==> config.mk <==
export PLATFORM = sky130hd
export DESIGN_NAME = load_store_unit_flat
export DESIGN_NICKNAME = d
export VERILOG_FILES = /design/src/rtl/load_store_unit_if.sv /design/src/rtl/load_store_unit.sv /design/src/flat_wrapper.sv
export SDC_FILE = /design/constraint.sdc
export NUM_CORES = 1
export LEC_CHECK = 0
export ABC_AREA = 0
export BUFFER_PORTS_ARGS = -buffer_cell sky130_fd_sc_hd__buf_2
export CORE_AREA = 2 2 171 173
export CTS_BUF_LIST = sky130_fd_sc_hd__clkbuf_8
export DETAILED_ROUTE_END_ITERATION = 12
export DIE_AREA = 0 0 173 175
export GPL_TIMING_DRIVEN = 0
export PLACE_DENSITY = 0.61
export SKIP_CTS_REPAIR_TIMING = 1
export SYNTH_ARGS = -nofsm -noshare
export SYNTH_HDL_FRONTEND = slang
export SYNTH_SLANG_ARGS = --single-unit
export TNS_END_PERCENT = 1
==> constraint.sdc <==
create_clock -name clk -period 5.2 [get_ports clk]
set_input_delay 0.26 -clock clk [delete_from_list [all_inputs] [get_ports clk]]
set_output_delay 0.26 -clock clk [all_outputs]
set_load 0.01 [all_outputs]
==> src/rtl/load_store_unit_if.sv <==
// load_store_unit_if: CPU request/response handshake and byte-lane memory port of the LSU
interface load_store_unit_if #(
   parameter int ADDR_WIDTH     = 32,
   parameter int MEM_WORDS_LOG2 = 8
);
   logic                      req_valid, req_ready, req_we;
   logic [2:0]                req_funct3;
   logic [ADDR_WIDTH-1:0]     req_addr;
   logic [31:0]               req_wdata;
   logic                      rsp_valid, rsp_ready, rsp_err;
   logic [31:0]               rsp_rdata;
   logic                      mem_en, mem_we;
   logic [MEM_WORDS_LOG2-1:0] mem_addr;
   logic [3:0]                mem_be;
   logic [31:0]               mem_wdata, mem_rdata;
   modport slave (
      input  req_valid, req_we, req_funct3, req_addr, req_wdata, rsp_ready, mem_rdata,
      output req_ready, rsp_valid, rsp_rdata, rsp_err, mem_en, mem_we, mem_addr, mem_be, mem_wdata
   );
   modport master (
      output req_valid, req_we, req_funct3, req_addr, req_wdata, rsp_ready, mem_rdata,
      input  req_ready, rsp_valid, rsp_rdata, rsp_err, mem_en, mem_we, mem_addr, mem_be, mem_wdata
   );
endinterface

==> src/rtl/load_store_unit.sv <==
// load_store_unit: RV32I load/store unit over a byte-lane memory with 1-cycle synchronous read.
// Define LSU_MISALIGNED_EN to execute word-crossing accesses as two memory cycles;
// without it such accesses fault without touching memory.
module load_store_unit #(
   parameter int ADDR_WIDTH     = 32,
   parameter int MEM_WORDS_LOG2 = 8
) (
   input logic              clk,
   input logic              rst,
   load_store_unit_if.slave bus
);
`ifdef LSU_MISALIGNED_EN
   localparam bit MISALIGNED_EN = 1'b1;
`else
   localparam bit MISALIGNED_EN = 1'b0;
`endif
   typedef enum logic [2:0] {IDLE, ACC0, ACC1, CAPT, RESP} state_t;
   state_t                    r_state;
   logic [MEM_WORDS_LOG2+1:0] r_addr, w_addr;
   logic                      r_we, w_we;
   logic [2:0]                r_f3, w_f3, w_size;
   logic [31:0]               r_wdata, w_wdata, r_rd0, w_raw, w_ext;
   logic [1:0]                w_off;
   logic [3:0]                w_mask;
   logic [7:0]                w_be;
   logic [63:0]               w_wd, w_rd;
   logic [MEM_WORDS_LOG2-1:0] w_widx;
   logic                      w_split, w_legal, w_fault;

   // Decode the live request while IDLE so ACC0 outputs register at the accepting edge
   always_comb begin
      w_addr  = r_state == IDLE ? bus.req_addr[MEM_WORDS_LOG2+1:0] : r_addr;
      w_we    = r_state == IDLE ? bus.req_we : r_we;
      w_f3    = r_state == IDLE ? bus.req_funct3 : r_f3;
      w_wdata = r_state == IDLE ? bus.req_wdata : r_wdata;
      w_off   = w_addr[1:0];
      w_widx  = w_addr[MEM_WORDS_LOG2+1:2];
      w_size  = w_f3[1:0] == 2'd0 ? 3'd1 : w_f3[1:0] == 2'd1 ? 3'd2 : 3'd4;
      w_mask  = w_f3[1:0] == 2'd0 ? 4'b0001 : w_f3[1:0] == 2'd1 ? 4'b0011 : 4'b1111;
      w_be    = {4'h0, w_mask} << w_off;
      w_wd    = {32'h0, w_wdata} << {w_off, 3'b000};
      w_split = ({1'b0, w_off} + w_size) > 3'd4;
      w_legal = w_f3[1:0] != 2'b11 && (w_we ? !w_f3[2] : !(w_f3[2] && w_f3[1]));
      w_fault = !w_legal || (w_split && !MISALIGNED_EN);
      w_rd    = w_split ? {bus.mem_rdata, r_rd0} : {32'h0, bus.mem_rdata};
      w_raw   = 32'(w_rd >> {w_off, 3'b000});
      w_ext   = w_f3 == 3'b000 ? {{24{w_raw[7]}}, w_raw[7:0]} :
                w_f3 == 3'b001 ? {{16{w_raw[15]}}, w_raw[15:0]} :
                w_f3 == 3'b100 ? {24'h0, w_raw[7:0]} :
                w_f3 == 3'b101 ? {16'h0, w_raw[15:0]} : w_raw;
   end

   // Transaction FSM with registered handshake and memory outputs
   always_ff @(posedge clk or negedge rst) begin
      if (!rst) begin
         r_state       <= IDLE;
         r_addr        <= '0;
         r_we          <= 1'b0;
         r_f3          <= 3'b0;
         r_wdata       <= 32'h0;
         r_rd0         <= 32'h0;
         bus.req_ready <= 1'b0;
         bus.rsp_valid <= 1'b0;
         bus.rsp_rdata <= 32'h0;
         bus.rsp_err   <= 1'b0;
         bus.mem_en    <= 1'b0;
         bus.mem_we    <= 1'b0;
         bus.mem_addr  <= '0;
         bus.mem_be    <= 4'h0;
         bus.mem_wdata <= 32'h0;
      end else begin
         case (r_state)
            IDLE: begin
               if (bus.req_valid && bus.req_ready) begin
                  r_addr        <= w_addr;
                  r_we          <= w_we;
                  r_f3          <= w_f3;
                  r_wdata       <= w_wdata;
                  bus.req_ready <= 1'b0;
                  if (w_fault) begin
                     r_state       <= RESP;
                     bus.rsp_valid <= 1'b1;
                     bus.rsp_err   <= 1'b1;
                     bus.rsp_rdata <= 32'h0;
                  end else begin
                     r_state       <= ACC0;
                     bus.mem_en    <= 1'b1;
                     bus.mem_we    <= w_we;
                     bus.mem_addr  <= w_widx;
                     bus.mem_be    <= w_be[3:0];
                     bus.mem_wdata <= w_wd[31:0];
                  end
               end else begin
                  bus.req_ready <= 1'b1;
               end
            end
            ACC0: begin
               if (w_split) begin
                  r_state       <= ACC1;
                  bus.mem_addr  <= w_widx + MEM_WORDS_LOG2'(1);
                  bus.mem_be    <= w_be[7:4];
                  bus.mem_wdata <= w_wd[63:32];
               end else begin
                  r_state    <= CAPT;
                  bus.mem_en <= 1'b0;
                  bus.mem_we <= 1'b0;
                  bus.mem_be <= 4'h0;
               end
            end
            ACC1: begin
               r_state    <= CAPT;
               r_rd0      <= bus.mem_rdata;
               bus.mem_en <= 1'b0;
               bus.mem_we <= 1'b0;
               bus.mem_be <= 4'h0;
            end
            CAPT: begin
               r_state       <= RESP;
               bus.rsp_valid <= 1'b1;
               bus.rsp_err   <= 1'b0;
               bus.rsp_rdata <= r_we ? 32'h0 : w_ext;
            end
            default: begin
               if (bus.rsp_ready) begin
                  r_state       <= IDLE;
                  bus.rsp_valid <= 1'b0;
                  bus.req_ready <= 1'b1;
               end
            end
         endcase
      end
   end
endmodule

==> src/flat_wrapper.sv <==
// flat-port wrapper written by rule: the top's interface ports become plain ports
module load_store_unit_flat 
#(
   parameter int ADDR_WIDTH     = 32,
   parameter int MEM_WORDS_LOG2 = 8
)
  (clk, rst, bus_req_valid, bus_req_we, bus_req_funct3, bus_req_addr, bus_req_wdata, bus_rsp_ready, bus_mem_rdata, bus_req_ready, bus_rsp_valid, bus_rsp_rdata, bus_rsp_err, bus_mem_en, bus_mem_we, bus_mem_addr, bus_mem_be, bus_mem_wdata);
  load_store_unit_if #(.ADDR_WIDTH(ADDR_WIDTH), .MEM_WORDS_LOG2(MEM_WORDS_LOG2)) bus_i ();
  input logic clk;
  input logic rst;
  input wire logic [$bits(bus_i.req_valid)-1:0] bus_req_valid;
  input wire logic [$bits(bus_i.req_we)-1:0] bus_req_we;
  input wire logic [$bits(bus_i.req_funct3)-1:0] bus_req_funct3;
  input wire logic [$bits(bus_i.req_addr)-1:0] bus_req_addr;
  input wire logic [$bits(bus_i.req_wdata)-1:0] bus_req_wdata;
  input wire logic [$bits(bus_i.rsp_ready)-1:0] bus_rsp_ready;
  input wire logic [$bits(bus_i.mem_rdata)-1:0] bus_mem_rdata;
  output wire logic [$bits(bus_i.req_ready)-1:0] bus_req_ready;
  output wire logic [$bits(bus_i.rsp_valid)-1:0] bus_rsp_valid;
  output wire logic [$bits(bus_i.rsp_rdata)-1:0] bus_rsp_rdata;
  output wire logic [$bits(bus_i.rsp_err)-1:0] bus_rsp_err;
  output wire logic [$bits(bus_i.mem_en)-1:0] bus_mem_en;
  output wire logic [$bits(bus_i.mem_we)-1:0] bus_mem_we;
  output wire logic [$bits(bus_i.mem_addr)-1:0] bus_mem_addr;
  output wire logic [$bits(bus_i.mem_be)-1:0] bus_mem_be;
  output wire logic [$bits(bus_i.mem_wdata)-1:0] bus_mem_wdata;
  assign bus_i.req_valid = bus_req_valid;
  assign bus_i.req_we = bus_req_we;
  assign bus_i.req_funct3 = bus_req_funct3;
  assign bus_i.req_addr = bus_req_addr;
  assign bus_i.req_wdata = bus_req_wdata;
  assign bus_i.rsp_ready = bus_rsp_ready;
  assign bus_i.mem_rdata = bus_mem_rdata;
  assign bus_req_ready = bus_i.req_ready;
  assign bus_rsp_valid = bus_i.rsp_valid;
  assign bus_rsp_rdata = bus_i.rsp_rdata;
  assign bus_rsp_err = bus_i.rsp_err;
  assign bus_mem_en = bus_i.mem_en;
  assign bus_mem_we = bus_i.mem_we;
  assign bus_mem_addr = bus_i.mem_addr;
  assign bus_mem_be = bus_i.mem_be;
  assign bus_mem_wdata = bus_i.mem_wdata;
  load_store_unit #(.ADDR_WIDTH(ADDR_WIDTH), .MEM_WORDS_LOG2(MEM_WORDS_LOG2)) u_core (.clk(clk), .rst(rst), .bus(bus_i));
endmodule
==> impl_results.md <==
* DP Wirelength at 25600 microns
* Synth top cells by count: dfrtp_1, mux2_2, a21oi_1
* Detailed Routing Iterations Pass 1 at 6
* Setup Viol. Count Final at 0
* Required time worst endpoint at 5570 ps
* Wirelength, routed at 33200 microns
* Number of synthesized flops with an enable pin at 0
* Min-delay worst type: input pin to flop
* Clock Latency Late Sink at 490 ps
* Vias per cell at 5.65
* Minimum clock period at 4950 ps
* Count leader, synth: dfrtp_1
* Layout cells sized above 1 at 30.9%
* Global route overflow at 0
* Vias in the first global route at 8602
* Htree depth at 4
* Total GRT Usage at 21.7%
* TritonCTS Buffers at 17
* Initial antenna violation count at 2
* WL/cell at 21.4 microns
* Top FF cell, synth: dfrtp_1
* DRC at 0
* Final period util at 95.2%
* #FFs+latches synth at 162
* Area occupied by multi-input gates at 0.00531 sq mm
* Setup Skew at 26.3 ps
* Row cnt at 62
* Synth area leaders: dfrtp_1, mux2_2, mux2i_1
* Clock buffer depth at 2
* Initial core utilization at 34.5%
* Fraction of registers with async set/reset at 100%
* Max Cap Viol at 0
* I/O Pins at 185
* Post-route ant nets at 0
* Number of port buffers at 162
* Post-synth top area cell: dfrtp_1
* Yosys Warn Count at 0
* Clock Sinks at 162
* Crit. End Element: flop
* DIE AREA at 0.0303 sq mm
* Status: finished, final reports clean
* Final cell count without fillers at 1550
* Maximum clock rate at 0.202 GHz
* Placed Instances at 1514
* Critical Path Start Type: flop
* P&R area growth vs syn at 18.1%
* Nets at 1258
* Post-Syn Instances at 967
* Total power at 9.18 mW
* Synth cell types at 66
* FF/Latch Area at 0.00405 sq mm
* Synthesized area per cell at 10.1 sq um
* Synth top area share at 41.4%
* Slew HR at 16.8%
* Iter 0 DRT Violations at 724
* Largest net degree at the start of global routing at 87
* FILL cells at 2864
* Largest fanout on the critical path at 10
* Clk slew on worst S/H paths at 120 ps
* Clock Tree Root: clkbuf_8
* Critical path arrival at 5320 ps
* CTS tree: built
* Leakage at 5.10 nW
* GPL Wtd Cong at 0.903
* Die height at 175 microns
* Via count at 8750
* Worst VDD drop at 0.295 mV
* Power Density at 794 mW/mm^2
* Post-Syn Nets at 1075
* Final hold vios at 0
* Critical path class: flop to flop
* RSZ-0062 raised after global routing: no
* Worst slew pin tran at 1210 ps
* Sequential fraction of the synthesis area at 41.4%
* Final Max Tran Viols at 0
* First-pass GRT wire length at 51100 microns
* Mapped Area at 0.00978 sq mm
* Die W at 173 microns
* Core outline area at 0.0284 sq mm
[metal layers]
layer | part of all wire (%) | global-route usage [%]
met1 | 44 | 29.2
met2 | 46 | 35.0
met4 | 2.7 | 7.10
met3 | 7.4 | 4.63
met5 | 0 | 0
[flip-flops by register name, summed over array words and instances (netlist names), 3 cells and up]
name / flops
u_core.r_wdata: 32
u_core.r_addr: 10
u_core.bus.mem_be: 4
u_core.bus.mem_addr: 8
u_core.bus.rsp_rdata: 32
u_core.r_state: 3
u_core.r_f3: 3
u_core.bus.mem_wdata: 32
u_core.r_rd0: 32
[power breakdown]
| part | internal, mW | switching, mW |
|---|---|---|
| Sequential | 1.84 | 0.377 |
| Combinational | 2.35 | 3.66 |
| Clock | 0.377 | 0.587 |
[path summary, 6_finish.rpt]
kind                                                   from                              endpoint  slack [ps]  depth (start not counted)
max                           u_core.r_state[2]$_DFFE_PN0P_  u_core.bus.mem_wdata[20]$_DFFE_PN0P_         250                         17
min reg2reg                u_core.bus.rsp_valid$_DFFE_PN0P_      u_core.bus.rsp_valid$_DFFE_PN0P_         480                          2
max in group asynchronous                               rst          u_core.r_addr[0]$_DFFE_PN0P_        4030                          3
max reg2reg                   u_core.r_state[2]$_DFFE_PN0P_  u_core.bus.mem_wdata[20]$_DFFE_PN0P_         250                         17
min in group asynchronous                               rst  u_core.bus.rsp_rdata[12]$_DFFE_PN0P_         310                          2
min                                         bus_req_addr[9]          u_core.r_addr[9]$_DFFE_PN0P_          10                          2
[cell usage in the layout (no fill, tap or decap), types with 6 or more instances in the layout]
cell,n
a211oi_1,31
a21o_1,15
a21oi_1,77
a22o_1,8
a2bb2oi_1,10
a31oi_1,15
a32o_1,7
and2_1,6
buf_1,8
buf_2,176
clkbuf_1,42
clkbuf_8,18
dfrtp_1,162
inv_1,19
mux2_2,122
mux2i_1,67
nand2_1,52
nand2b_1,16
nand3_1,76
nor2_1,25
nor2b_1,25
o211ai_1,24
o21ai_0,26
o221ai_1,9
o31ai_1,9
o32ai_1,9
o41ai_1,8
[final cells by class]
class	count	share of cell area, %
diodes	3	0.0649
multi-input cells	707	45.9
flip-flops and latches	162	35.1
clock buffers	18	2.14
clock inverters	14	1.40
repair buffers	165	7.51
plain buffers	77	3.07
inverters	20	0.649
well taps	384	4.16
[metrics by stage]
| stage | instance area, sq um | setup slack [ps] | hold slack [ps] | utilization, % | setup TNS [ps] |
|---|---|---|---|---|---|
| 5_1_grt | 11600 | 12.8 | 6.36 | 40.7 | 0 |
| 4_1_cts | 11500 | -480 | -262 | 40.6 | -12090 |
| 2_1_floorplan | 9780 | 1030 | -35.6 | - | 0 |
| 3_3_place_gp | 11100 | -397 | 458 | 39.0 | -7670 |
| 3_5_place_dp | 11100 | -429 | 266 | 39.1 | -10230 |
| 6_report | 11600 | 249 | 14.2 | 40.7 | 0 |
[worst max-delay path: stages (launching register included)]
cell and delay (ps):
dfrtp_1 440, buf_2 220, or4b_1 540, and2_1 170, clkbuf_1 240, inv_2 150, buf_2 260, ha_1 180
inv_1 50, fa_1 500, nand2_1 70, clkbuf_2 200, o211ai_1 140, nand2_1 280, clkbuf_2 360, a21oi_2 300
buf_2 350, mux2_2 380
[logic make-up (layout without fill, tap and decap cells)]
group / count (synthesis) / count (layout) / share of synthesized area, %
compound gates: 273 / 273 / 19.3
xor+xnor: 7 / 7 / 0.627
fa+ha+maj: 4 / 4 / 0.588
buf+inv: 98 / 294 / 4.39
flops: 162 / 162 / 41.4
mux: 191 / 191 / 21.2
other cells: 0 / 3 / 0
simple gates: 232 / 232 / 12.4
Note: power is estimated with default switching activity, not from simulation.
